[src/rtl/square_root_seq.sv]
// Iterative restoring square root: floor(sqrt(x)) with remainder and optional
// round-to-nearest, resolving U root bits per cycle behind a valid/ready handshake.
module square_root_seq #(
    parameter int unsigned N = 16,
    parameter int unsigned U = 1
) (
    input  logic             clk,
    input  logic             rst,
    input  logic             in_valid,
    output logic             in_ready,
    input  logic [N-1:0]     in_x,
    input  logic             in_round,
    output logic             out_valid,
    input  logic             out_ready,
    output logic [N/2-1:0]   out_root,
    output logic [N/2:0]     out_rem,
    output logic             out_up,
    output logic             busy
);

    localparam int unsigned RW = N / 2;
    localparam int unsigned MW = RW + 1;
    localparam int unsigned TW = MW + 2;
    localparam int unsigned K  = N / (2 * U);
    localparam int unsigned CW = (K > 1) ? $clog2(K) : 1;

    typedef enum logic [1:0] {
        IDLE = 2'd0,
        BUSY = 2'd1,
        DONE = 2'd2
    } state_t;

    state_t          state;
    state_t          state_nxt;

    logic [N-1:0]    x_sh;
    logic [MW-1:0]   rem_q;
    logic [RW-1:0]   root_q;
    logic [CW-1:0]   cnt_q;
    logic            round_q;

    logic [N-1:0]    x_d;
    logic [MW-1:0]   rem_d;
    logic [RW-1:0]   root_d;
    logic [CW-1:0]   cnt_d;
    logic            round_d;
    logic            out_valid_d;
    logic [RW-1:0]   out_root_d;
    logic [MW-1:0]   out_rem_d;
    logic            out_up_d;
    logic            in_ready_d;
    logic            busy_d;

    logic [N-1:0]    x_v;
    logic [MW-1:0]   rem_v;
    logic [RW-1:0]   root_v;
    logic [TW-1:0]   trial;
    logic            want_up;
    logic            root_full;

    // U restoring sub-steps per cycle, most significant radicand pair first
    always_comb begin
        x_v    = x_sh;
        rem_v  = rem_q;
        root_v = root_q;
        trial  = '0;
        for (int i = 0; i < int'(U); i++) begin
            // partial remainder is below 2^RW before each step, so its top bit is always 0
            trial = {1'b0, rem_v[MW-2:0], x_v[N-1 -: 2]} - {1'b0, root_v, 2'b01};
            if (!trial[TW-1]) begin
                rem_v  = MW'(trial);
                root_v = {root_v[RW-2:0], 1'b1};
            end else begin
                rem_v  = {rem_v[MW-3:0], x_v[N-1 -: 2]};
                root_v = {root_v[RW-2:0], 1'b0};
            end
            x_v = {x_v[N-3:0], 2'b00};
        end
    end

    assign want_up   = round_q && (rem_q > {1'b0, root_q});
    assign root_full = &root_q;

    // state register
    always_ff @(posedge clk) begin
        if (rst) begin
            state <= IDLE;
        end else begin
            state <= state_nxt;
        end
    end

    // next-state logic
    always_comb begin
        state_nxt = state;
        case (state)
            IDLE:    if (in_valid) state_nxt = BUSY;
            BUSY:    if (cnt_q == CW'(K - 1)) state_nxt = DONE;
            DONE:    if (out_valid && out_ready) state_nxt = IDLE;
            default: state_nxt = IDLE;
        endcase
    end

    // next values for datapath and registered outputs
    always_comb begin
        x_d         = x_sh;
        rem_d       = rem_q;
        root_d      = root_q;
        cnt_d       = cnt_q;
        round_d     = round_q;
        out_valid_d = out_valid;
        out_root_d  = out_root;
        out_rem_d   = out_rem;
        out_up_d    = out_up;
        case (state)
            IDLE: begin
                if (in_valid) begin
                    x_d     = in_x;
                    round_d = in_round;
                    rem_d   = '0;
                    root_d  = '0;
                    cnt_d   = '0;
                end
            end
            BUSY: begin
                x_d    = x_v;
                rem_d  = rem_v;
                root_d = root_v;
                cnt_d  = cnt_q + CW'(1);
            end
            DONE: begin
                // rounding is resolved in its own cycle, off the iteration path
                if (!out_valid) begin
                    out_valid_d = 1'b1;
                    out_up_d    = want_up && !root_full;
                    out_root_d  = (want_up && !root_full) ? root_q + RW'(1) : root_q;
                    out_rem_d   = rem_q;
                end else if (out_ready) begin
                    out_valid_d = 1'b0;
                end
            end
            default: ;
        endcase
        in_ready_d = (state_nxt == IDLE);
        busy_d     = (state_nxt == BUSY);
    end

    // datapath and output registers
    always_ff @(posedge clk) begin
        if (rst) begin
            x_sh      <= '0;
            rem_q     <= '0;
            root_q    <= '0;
            cnt_q     <= '0;
            round_q   <= 1'b0;
            out_valid <= 1'b0;
            out_root  <= '0;
            out_rem   <= '0;
            out_up    <= 1'b0;
            in_ready  <= 1'b1;
            busy      <= 1'b0;
        end else begin
            x_sh      <= x_d;
            rem_q     <= rem_d;
            root_q    <= root_d;
            cnt_q     <= cnt_d;
            round_q   <= round_d;
            out_valid <= out_valid_d;
            out_root  <= out_root_d;
            out_rem   <= out_rem_d;
            out_up    <= out_up_d;
            in_ready  <= in_ready_d;
            busy      <= busy_d;
        end
    end

endmodule

[config.mk]
export PLATFORM = sky130hd
export DESIGN_NAME = square_root_seq
export DESIGN_NICKNAME = d
export VERILOG_FILES = /design/src/rtl/square_root_seq.sv
export SDC_FILE = /design/constraint.sdc
export NUM_CORES = 1
export LEC_CHECK = 0
export CAP_MARGIN = 10
export CORE_MARGIN = 2
export CORE_UTILIZATION = 55
export DETAILED_ROUTE_END_ITERATION = 16
export PLACE_DENSITY = 0.81
export SYNTH_ARGS = -nofsm -noshare
export SYNTH_HDL_FRONTEND = slang
export SYNTH_SLANG_ARGS = --single-unit
[constraint.sdc]
create_clock -name clk -period 6.4 [get_ports clk]
set_input_delay 1.6 -clock clk [delete_from_list [all_inputs] [get_ports clk]]
set_output_delay 1.6 -clock clk [all_outputs]
set_load 0.01 [all_outputs]
# [Yosys cells after proc, flatten, opt, wreduce, memory -nomap -nowiden]
# Cells that the tools add are included.
[word_totals] output_inout_bits=21 inputBits=21 reg_bits=60 elab_cells=50
[classes] bitwise_logic=1 magnitude_cmp=1 n_reduce_logical=11 n_eq_ne=5 add_sub_neg=3 mux=17
[op_table] operator="16-bit one-hot mux with 2 select lines" n=1
[op_table] operator="9-bit 2-to-1 mux" n=2
[op_table] operator="9-bit one-hot mux with 2 select lines" n=1
[op_table] operator="16-bit 2-to-1 mux" n=1
[op_table] operator="8-bit 2-to-1 mux" n=2
[op_table] operator="8-bit one-hot mux with 2 select lines" n=1
[op_table] operator="10-bit by 10-bit subtractor with 11-bit output" n=1
[op_table] operator="9-bit by 8-bit > comparator with 1-bit output" n=1
[op_table] operator="8-bit by 1-bit adder with 8-bit output (second input constant)" n=1
[op_table] operator="8-bit AND reduction" n=1
[op_table] operator="2-bit 2-to-1 mux" n=3
[op_table] operator="2-bit one-hot mux with 3 select lines" n=1
[op_table] operator="3-bit one-hot mux with 2 select lines" n=1
[op_table] operator="2-bit AND reduction" n=3
[op_table] operator="2-bit by 1-bit == test with 1-bit output (second input constant)" n=2
[op_table] operator="2-bit zero test" n=2
[op_table] operator="3-bit by 1-bit adder with 3-bit output (second input constant)" n=1
[op_table] operator="3-bit == test (second input constant)" n=1
[op_table] operator="1-bit logical AND" n=3
[op_table] operator="1-bit 2-to-1 mux" n=3
[op_table] operator="3-bit 2-to-1 mux" n=1
[op_table] operator="2-bit == test (second input constant)" n=1
[op_table] operator="2-bit inequality test (second input constant)" n=1
[op_table] operator="2-bit nonzero test" n=1
[op_table] operator="2 further kinds" n=2

# [Logic depth before layout (Yosys ltp)]
# Gate-level depths: netlist of the first run.
[logic_depth] depth_word=4 ltp_mapped=10 mapped_depth_nobuf=8

# [Least setup slack after synthesis of the first run]
# Ideal clock, no wire load.
[synth_timing] path_type="input port to flip-flop" startpoint="in in_valid" endpoint="reg x_sh[12]" t_arrival_ns=2.458 path_buffers=2 path_stages=5 t_required_ns=6.258 slack_ns=3.800 setup_ns=0.142 cell_sequence="nor2_1 > nor2_1 > clkbuf_1 > buf_1 > a311oi_1"
[synth_via] elab_chain_cells=2
[synth_rtl] item="from (decl)" line_no="9" source="input logic in_valid,"
[synth_rtl] item="2-bit inequality test (no line)"
[synth_rtl] item="2-bit AND reduction (no line)"
[synth_rtl] item="to (signal assigned)" line_no="151" source="x_sh <= '0;"
[synth_rtl] item="to (signal assigned)" line_no="163" source="x_sh <= x_d;"
[synth_rtl] item="to (decl)" line_no="36" source="logic [N-1:0] x_sh;"
# Every way passes these cells.
# A chain may end at the register's enable or synchronous reset.

==> impl_metrics.yaml, run 1 <==
global_routing:
  grt_max_degree: 31
  grt_pass1_vias: 2385
  grt_pass1_wl_um: 10800
  use_met3: 0.0604
  grt.busiest_layer: "met2"
  met2_usage: 0.381
  antenna_found_initial: 0
  grt_use_total: 0.231
  overflow: 0
  grt_util_met1: 0.274
floorplanning:
  die_height_um: 76.6
  die_w_um: 76.6
  rows: 26
  io_pins: 42
  fp.coreArea_mm2: 0.00511
  start_util: 0.568
  fp.dieArea_mm2: 0.00587
synth:
  synth_top_flop_cell: "dfxtp_1"
  synthCells: 356
  postSynthAreaPerCell_um2: 8.15
  ys_ff_latch: 60
  synth_area_mm2: 0.00290
  synth-edff-count: 0
  yosysWarnings: 0
  yosysUniqueCellTypes: 41
  seq_area_frac_synth: 0.414
  synthArstFlopShare: 0
  syn-num-nets: 390
clocking:
  cts_sinks: 60
  clk_pin_slew_worst_paths_ns: 0.06
  cts_setup_buffers: 0
  clockBufferDepth: 2
  ctsHtreeMaxLevel: 3
  root_buffer: "clkbuf_8"
  cts_resized: 0
  tritoncts: "done"
  cts_hold_buf: 0
  cts_buffers: 9
  worstSkewPairLatency_ns: 0.33
timing:
  finalMaxSlewViolations: 0
  worst_slew_pin_slew_ns: 1.06
  hold_slack_ns: 0.458
  rsz0062_at_grt: "false"
  period_share: 0.503
  final.setup.tns_ns: 0
  relSlewSlack: 0.294
  finalCriticalPeriod_ns: 3.22
  timing.fmax_ghz: 0.311
  skew_ns: 0.00451
  setup_viol: 0
  hold_viol_final: 0
power:
  vdd_ir_drop_max_v: 0.000183
  power_per_cell_area_mw_per_mm2: 351
  p_leak_nw: 1.29
worst_setup_path:
  cp_top_family: "buffers and inverters"
  crit_buf_inv: 1
  crit_path_end_kind: "register"
  cp.depth: 4
  arrival_ns: 3.44
  crit_fanout: 29
  worstRegToRegCells: 8
  crit_chain: "clkdlybuf4s50_1, nor2_1, a2bb2oi_1, o21ai_0"
  crit_slowest_cell: "clkdlybuf4s50_1"
  cp-start-kind: "input pin"
  cpPeakStageDelay_ns: 1.17
  crit_type: "input pin to register"
  worstPathRequired_ns: 6.62
drt:
  ant_nets: 0
  wl_per_cell_um: 13.6
  routed-via-count: 2609
  routed_via_density: 5.61
  drt_pre_antenna_iters: 5
  wirelength_um: 6340
  drt-initial-drc-count: 196
  route.detailed.drc: 0
outcome:
  status: "finished, final reports clean"
cells_and_area:
  seqCellArea_mm2: 0.00120
  final_nets: 426
  multi_input_area_mm2: 0.00158
  drive_above_1_share: 0.0582
  fill_cells: 450
  antenna_cells: 0
  area_growth_pct: 21.2
placement:
  port_buffers: 41
  dp_hpwl_um: 4580
  place_congestion: 0.874
flow_run:
  drv_cap: 0
hold_path:
  hold_path_class: "register to register"
  hold_depth: 2
[registers in the layout, indices dropped and copies added, names as in the netlist]
name and cells:
state 2, round_q 1, busy 1, in_ready 1, out_valid 1, out_rem 9
x_sh 16, rem_q 9, root_q 8, cnt_q 3, out_root 8, out_up 1
[layout by cell type (no fill, tap or decap), types with 2 or more instances in the layout]
| master | n |
|---|---|
| or3_1 | 3 |
| buf_4 | 5 |
| ha_1 | 13 |
| clkbuf_8 | 10 |
| o311ai_0 | 2 |
| inv_1 | 12 |
| xor2_1 | 2 |
| dfxtp_1 | 60 |
| o21ai_0 | 11 |
| a21o_1 | 2 |
| and3_1 | 2 |
| a311oi_1 | 14 |
| nor2_1 | 47 |
| a21oi_1 | 15 |
| a211oi_1 | 10 |
| nand3_1 | 6 |
| clkinv_2 | 3 |
| nor2b_1 | 4 |
| nand4_1 | 2 |
| nand2b_1 | 6 |
| nand2_1 | 67 |
| nor4_1 | 3 |
| clkdlybuf4s50_1 | 41 |
| nor3_1 | 6 |
| and2_1 | 2 |
| a22oi_1 | 13 |
| xnor2_1 | 10 |
| mux2i_1 | 8 |
[tightest hold or removal path, stage by stage (launching register included)]
cell	delay (ns)
dfxtp_1	0.31
nand2_1	0.05
a21oi_1	0.05
[synthesized netlist by cell type (3+ instances only)]
cell	number	area (µm²)
nand2_1	67	251
dfxtp_1	60	1200
nor2_1	48	180
clkbuf_1	18	67.6
a21oi_1	15	75.1
a311oi_1	14	123
a22oi_1	13	97.6
ha_1	13	163
inv_1	12	45.0
o21ai_0	11	55.1
a211oi_1	10	75.1
xnor2_1	10	87.6
mux2i_1	8	80.1
nand2b_1	6	37.5
nand3_1	6	30.0
nor3_1	6	30.0
nor2b_1	4	25.0
nor4_1	3	18.8
or3_1	3	18.8
[path summary, 6_finish.rpt]
check,from,endpoint,slack (ns)
max reg2reg,root_q[3],out_root[7],3.75
min reg2reg,out_rem[5],out_rem[5],0.46
max,rst,rem_q[8],3.18
min,out_rem[5],out_rem[5],0.46
[report_power, final]
| part | internal (W) | leakage, nW | switching (W) |
|---|---|---|---|
| registers | 0.000407 | 0.489 | 0.0000398 |
| logic | 0.000241 | 0.718 | 0.000265 |
| clock network | 0.000144 | 0.0848 | 0.000135 |
[logic make-up (layout without fill, tap and decap cells)]
group | after synthesis | count (layout) | share of synthesized area
AOI/OAI and AO/OA | 75 | 75 | 0.186
xor gates and xnor gates | 12 | 12 | 0.0362
adders and majority gates | 13 | 13 | 0.0561
buffers and inverters | 33 | 72 | 0.0431
DFF | 60 | 60 | 0.414
muxes | 8 | 8 | 0.0276
and+or+nand+nor | 155 | 155 | 0.237
[metrics by stage]
stage	utilization	area, µm²	total power, W	setup slack [ns]	instances
global placement	0.658	3360	0.000947	2.88	451
floorplan	-	2900	0.000842	3.80	356
global route	0.688	3510	0.00132	3.02	465
finish	0.688	3510	0.00123	3.18	465
CTS	0.688	3510	0.00124	3.23	465
detailed placement	0.658	3360	0.000958	2.86	451
[per-layer routing]
| metal | part of all wire | wire [µm] |
|---|---|---|
| met5 | 0 | 0 |
| met4 | 0.024 | 154 |
| met3 | 0.055 | 351 |
| met2 | 0.48 | 3040 |
| met1 | 0.44 | 2800 |
[area by class of cell]
type	count	area share
flip-flops and latches	60	0.342
inverters	12	0.0128
clock buffers	11	0.0402
repair buffers	46	0.127
well taps	70	0.0249
clock inverters	3	0.00427
multi-input cells	263	0.449
(Power assumes the default switching activity.)
==> run 2, diff against run 1 <==
Settings changed: CORE_UTILIZATION 55 to 49, PLACE_DENSITY 0.81 to 0.76.
Clock period 6.4 ns to 2.91 ns, I/O delays scaled along.
==> run 2 against run 1 <==
Global-route usage down 1.5 points. Setup slack got worse by 2.8 ns. Final area is 2.3% higher. Largest cell class unchanged. Core utilization shrank 7.0 points. Sequential power grew 120%. Die area up 12%. Clock-buffer cell count grew 4. Critical path depth rose by 4. Via count unchanged. Hold slack worse by 0.0055 ns. Highest routed layer unchanged.
==> impl_metrics.yaml, run 2 (synthesis results as in run 1) <==
outcome:
  status: "finished, final reports clean"
global_routing:
  grt_max_degree: 36
  grt_use_total: 0.216
  grt_pass1_wl_um: 10900
  overflow: 0
  antenna_found_initial: 0
  grt_pass1_vias: 2403
flow_run:
  drv_cap: 0
power:
  vdd_ir_drop_max_v: 0.000573
  p_leak_nw: 1.32
  power_per_cell_area_mw_per_mm2: 792
cells_and_area:
  area_growth_pct: 24.0
  final_common_cell: "nand2_1"
  antenna_cells: 0
  final_nets: 429
  fin_util: 0.618
  final_cell_mix: "67 x nand2_1, 60 x dfxtp_1, 47 x nor2_1"
  multi_input_area_mm2: 0.00158
  largest_reg_flops: 16
  seqCellArea_mm2: 0.00120
  reg.largest.list: "x_sh x16, out_rem x9, rem_q x9"
  largest-register: "x_sh"
  fill_cells: 521
  drive_above_1_share: 0.0625
worst_setup_path:
  crit_slowest_cell: "or4_1"
  cp_top_family: "simple AND/OR/NAND/NOR gates"
  cp-start-kind: "register"
  crit_chain: "inv_1, ha_1, nand4_1, or3_1, a41o_4, nand2b_4, or4_1, a31oi_1"
  crit_path_end_kind: "register"
  worstPathRequired_ns: 3.18
  reg2reg_slack_ns: 0.34
  arrival_ns: 2.84
  crit_type: "register to register"
  cpPeakStageDelay_ns: 0.46
  crit_fanout: 7
  crit_buf_inv: 1
clocking:
  cts_hold_buf: 0
  cts_buffers: 9
  ctsHtreeMaxLevel: 3
  cts_setup_buffers: 0
  root_buffer: "clkbuf_8"
  tritoncts: "done"
  cts_sinks: 60
  worstSkewPairLatency_ns: 0.34
  cts_resized: 0
  clockBufferDepth: 2
  clk_pin_slew_worst_paths_ns: 0.06
floorplanning:
  rows: 28
  die_height_um: 80.9
  start_util: 0.499
  fp.dieArea_mm2: 0.00655
  fp.coreArea_mm2: 0.00582
  die_w_um: 80.9
  io_pins: 42
timing:
  hold_viol_final: 0
  timing.fmax_ghz: 0.388
  relSlewSlack: 0.435
  period_share: 0.885
  finalCriticalPeriod_ns: 2.57
  finalMaxSlewViolations: 0
  setup_viol: 0
  rsz0062_at_grt: "false"
  worst_slew_pin_slew_ns: 0.846
  skew_ns: 0.00557
  final.setup.tns_ns: 0
placement:
  port_buffers: 41
  place_congestion: 0.940
  dp_hpwl_um: 4570
drt:
  drt-initial-drc-count: 137
  routed_via_density: 5.49
  routed-via-count: 2609
  route.detailed.drc: 0
  ant_nets: 0
  wl_per_cell_um: 13.2
  wirelength_um: 6280
  drt_pre_antenna_iters: 4
hold_path:
  hold_path_class: "register to register"
[run 2: cell types whose count changed in the layout (fill, tap and decap cells not counted), sizes merged]
cell,delta
buf,+3
clkbuf,+4
bufinv,+1
clkinv,-3
[run 2: final timing paths]
kind / from / cells after the start / to
min reg2reg: out_rem[0] / 2 / out_rem[0]
min: out_rem[0] / 2 / out_rem[0]
max: root_q[3] / 8 / out_root[7]
max reg2reg: root_q[3] / 8 / out_root[7]
[run 2: per-stage QoR]
step                instance area [µm²]  instances  setup WS, ns  total power [W]  hold WS [ns]
global placement                   3400        459         0.430          0.00208         0.445
finish                             3600        475         0.335          0.00285         0.452
floorplan                          2900        356         0.460          0.00185         0.444
detailed placement                 3400        459         0.335          0.00211         0.447
global route                       3600        475         0.142          0.00304         0.470
CTS                                3600        475         0.335          0.00286         0.455
[run 2: area by class of cell]
| type | instances | share of cell area |
|---|---|---|
| multi-input cells | 263 | 0.438 |
| clock buffers | 15 | 0.0463 |
| flip-flops and latches | 60 | 0.334 |
| repair buffers | 49 | 0.134 |
| clock inverters | 1 | 0.00835 |
| well taps | 75 | 0.0261 |
| inverters | 12 | 0.0125 |
[run 2: report_power, final]
part	internal (W)	total [W]	switching (W)
Combinational	0.000533	0.00112	0.000587
Clock	0.000444	0.000744	0.000300
Sequential	0.000896	0.000982	0.0000862
[run 2: per-layer routing]
metal	routed length [µm]	GRT usage	vias to the layer above
met2	2930	0.337	51
met4	116	0.0949	0
met3	199	0.0744	11
met5	0	0	-
met1	3030	0.271	1221
li1	-	-	1326
[run 2: worst register-to-register path: stages (launching register included)]
cell and delay [ns]:
dfxtp_1 0.42, inv_1 0.12, ha_1 0.39, nand4_1 0.17, or3_1 0.38, a41o_4 0.25
nand2b_4 0.15, or4_1 0.46, a31oi_1 0.16
==> run 3, diff against run 2 <==
Settings changed: GPL_TIMING_DRIVEN set to 0, SKIP_LAST_GASP set to 1.
==> run 3 against run 2 <==
Clock skew fell by 0.0011 ns. Total power rose by 1.5%. Combinational power barely moved. First-iteration DRC count rose by 12%. Routed wire length rose by 5.6%. Hold slack improved by 0.0023 ns. Final area rose by 0.31%. Via count rose by 2.7%. Highest routed layer unchanged.
==> impl_metrics.yaml, run 3 (synthesis results as in run 1) <==
power:
  vdd_ir_drop_max_v: 0.000493
  p_leak_nw: 1.31
  power_w: 0.00289
  power_per_cell_area_mw_per_mm2: 801
clocking:
  clk_pin_slew_worst_paths_ns: 0.06
  cts_sinks: 60
  clockBufferDepth: 2
  worstSkewPairLatency_ns: 0.34
  root_buffer: "clkbuf_8"
  tritoncts: "done"
  cts_buffers: 9
  cts_hold_buf: 0
  ctsHtreeMaxLevel: 3
hold_path:
  hold_depth: 2
  hold_path_startpoint: "out_rem[4]"
  hold_path_class: "register to register"
  whs_endpoint: "out_rem[4]"
floorplanning:
  rows: 28
  io_pins: 42
  fp.dieArea_mm2: 0.00655
  die_height_um: 80.9
  start_util: 0.499
  fp.coreArea_mm2: 0.00582
  die_w_um: 80.9
worst_setup_path:
  rr_startpoint: "root_q[3]"
  crit_fanout: 7
  reg2reg_slack_ns: 0.24
  cp_top_family: "simple AND/OR/NAND/NOR gates"
  cp-start-kind: "register"
  worstRegToRegCells: 8
  worstPathRequired_ns: 3.17
  crit_type: "register to register"
  cp.depth: 8
  crit_slowest_cell: "or4_1"
  startpoint: "root_q[3]"
  crit_path_end_kind: "register"
  crit_chain: "inv_1, ha_1, nand4_1, or3_1, a41o_4, nand2b_4, or4_1, a31oi_1"
  r2r-end: "out_root[7]"
  crit_buf_inv: 1
  cpPeakStageDelay_ns: 0.46
  arrival_ns: 2.93
drt:
  routed-via-count: 2679
  drt-initial-drc-count: 153
  wl_per_cell_um: 13.7
  wirelength_um: 6630
  ant_nets: 0
  routed_via_density: 5.54
  route.detailed.drc: 0
  drt_pre_antenna_iters: 4
cells_and_area:
  largest_reg_flops: 16
  final_nets: 440
  reg.largest.list: "x_sh x16, out_rem x9, rem_q x9"
  drive_above_1_share: 0.0489
  final_cell_mix: "67 x nand2_1, 60 x dfxtp_1, 48 x nor2_1"
  final_common_cell: "nand2_1"
  antenna_cells: 0
  area_growth_pct: 24.4
  largest-register: "x_sh"
global_routing:
  grt_pass1_vias: 2418
  grt_max_degree: 11
  grt_pass1_wl_um: 11000
  overflow: 0
  grt_use_total: 0.221
  antenna_found_initial: 0
timing:
  relSlewSlack: 0.555
  rsz0062_at_grt: "false"
  period_share: 0.917
  skew_ns: 0.00448
  finalMaxSlewViolations: 0
  timing.fmax_ghz: 0.375
  setup_viol: 0
  worst_slew_pin_slew_ns: 0.665
  finalCriticalPeriod_ns: 2.67
  final.setup.tns_ns: 0
  hold_viol_final: 0
placement:
  port_buffers: 40
  dp_hpwl_um: 4870
  place_congestion: 0.870
flow_run:
  drv_cap: 0
outcome:
  status: "finished, final reports clean"
[run 3: worst max path at each step]
stage,slack (ns),end
detailed placement,0.16,rem_q[4]
global placement,0.20,rem_q[5]
CTS,0.12,rem_q[4]
global route,0.08,out_root[7]
floorplan,0.46,out_root[7]
finish,0.24,out_root[7]
[run 3: stage by stage]
step | cell area, µm² | hold WS (ns) | setup WS [ns] | util | std cells
2_1_floorplan | 2900 | 0.444 | 0.460 | - | 356
3_3_place_gp | 3390 | 0.444 | 0.199 | 0.584 | 471
3_5_place_dp | 3390 | 0.450 | 0.156 | 0.584 | 471
4_1_cts | 3600 | 0.459 | 0.120 | 0.620 | 485
5_1_grt | 3610 | 0.473 | 0.0795 | 0.620 | 484
6_report | 3610 | 0.455 | 0.240 | 0.620 | 484
[run 3: tightest hold or removal path, cell delays in order, from the launching register on]
cell and delay, ns:
dfxtp_1 0.31, nand2_1 0.05, a21oi_1 0.05
[run 3: area by class of cell]
type / count / area, µm²
tap: 75 / 93.8
timing repair buffer: 40 / 400
clock buffer: 13 / 179
multi-input combinational: 263 / 1580
buffer: 20 / 76.3
sequential: 60 / 1200
fill: 551 / 2210
inverter: 12 / 45.0
clock inverter: 1 / 30.0
[run 3: routing by layer]
layer	vias to the layer above	track usage	wire, µm
li1	1353	-	-
met1	1243	0.271	3010
met2	68	0.362	3100
met3	15	0.0589	340
met4	0	0.100	175
met5	-	0	0
[run 3: power breakdown]
group | switching, W | internal, W | total (W)
Sequential | 0.0000870 | 0.000896 | 0.000983
Combinational | 0.000593 | 0.000524 | 0.00112
Clock | 0.000310 | 0.000479 | 0.000789
Total | 0.000990 | 0.00190 | 0.00289
[run 3: timing repair]
| action | 4_1_cts | 5_1_grt |
|---|---|---|
| setup buffers | 0 | 0 |
| gates resized for setup | 0 | 1 |
| endpoints found under the setup margin | 0 | 6 |
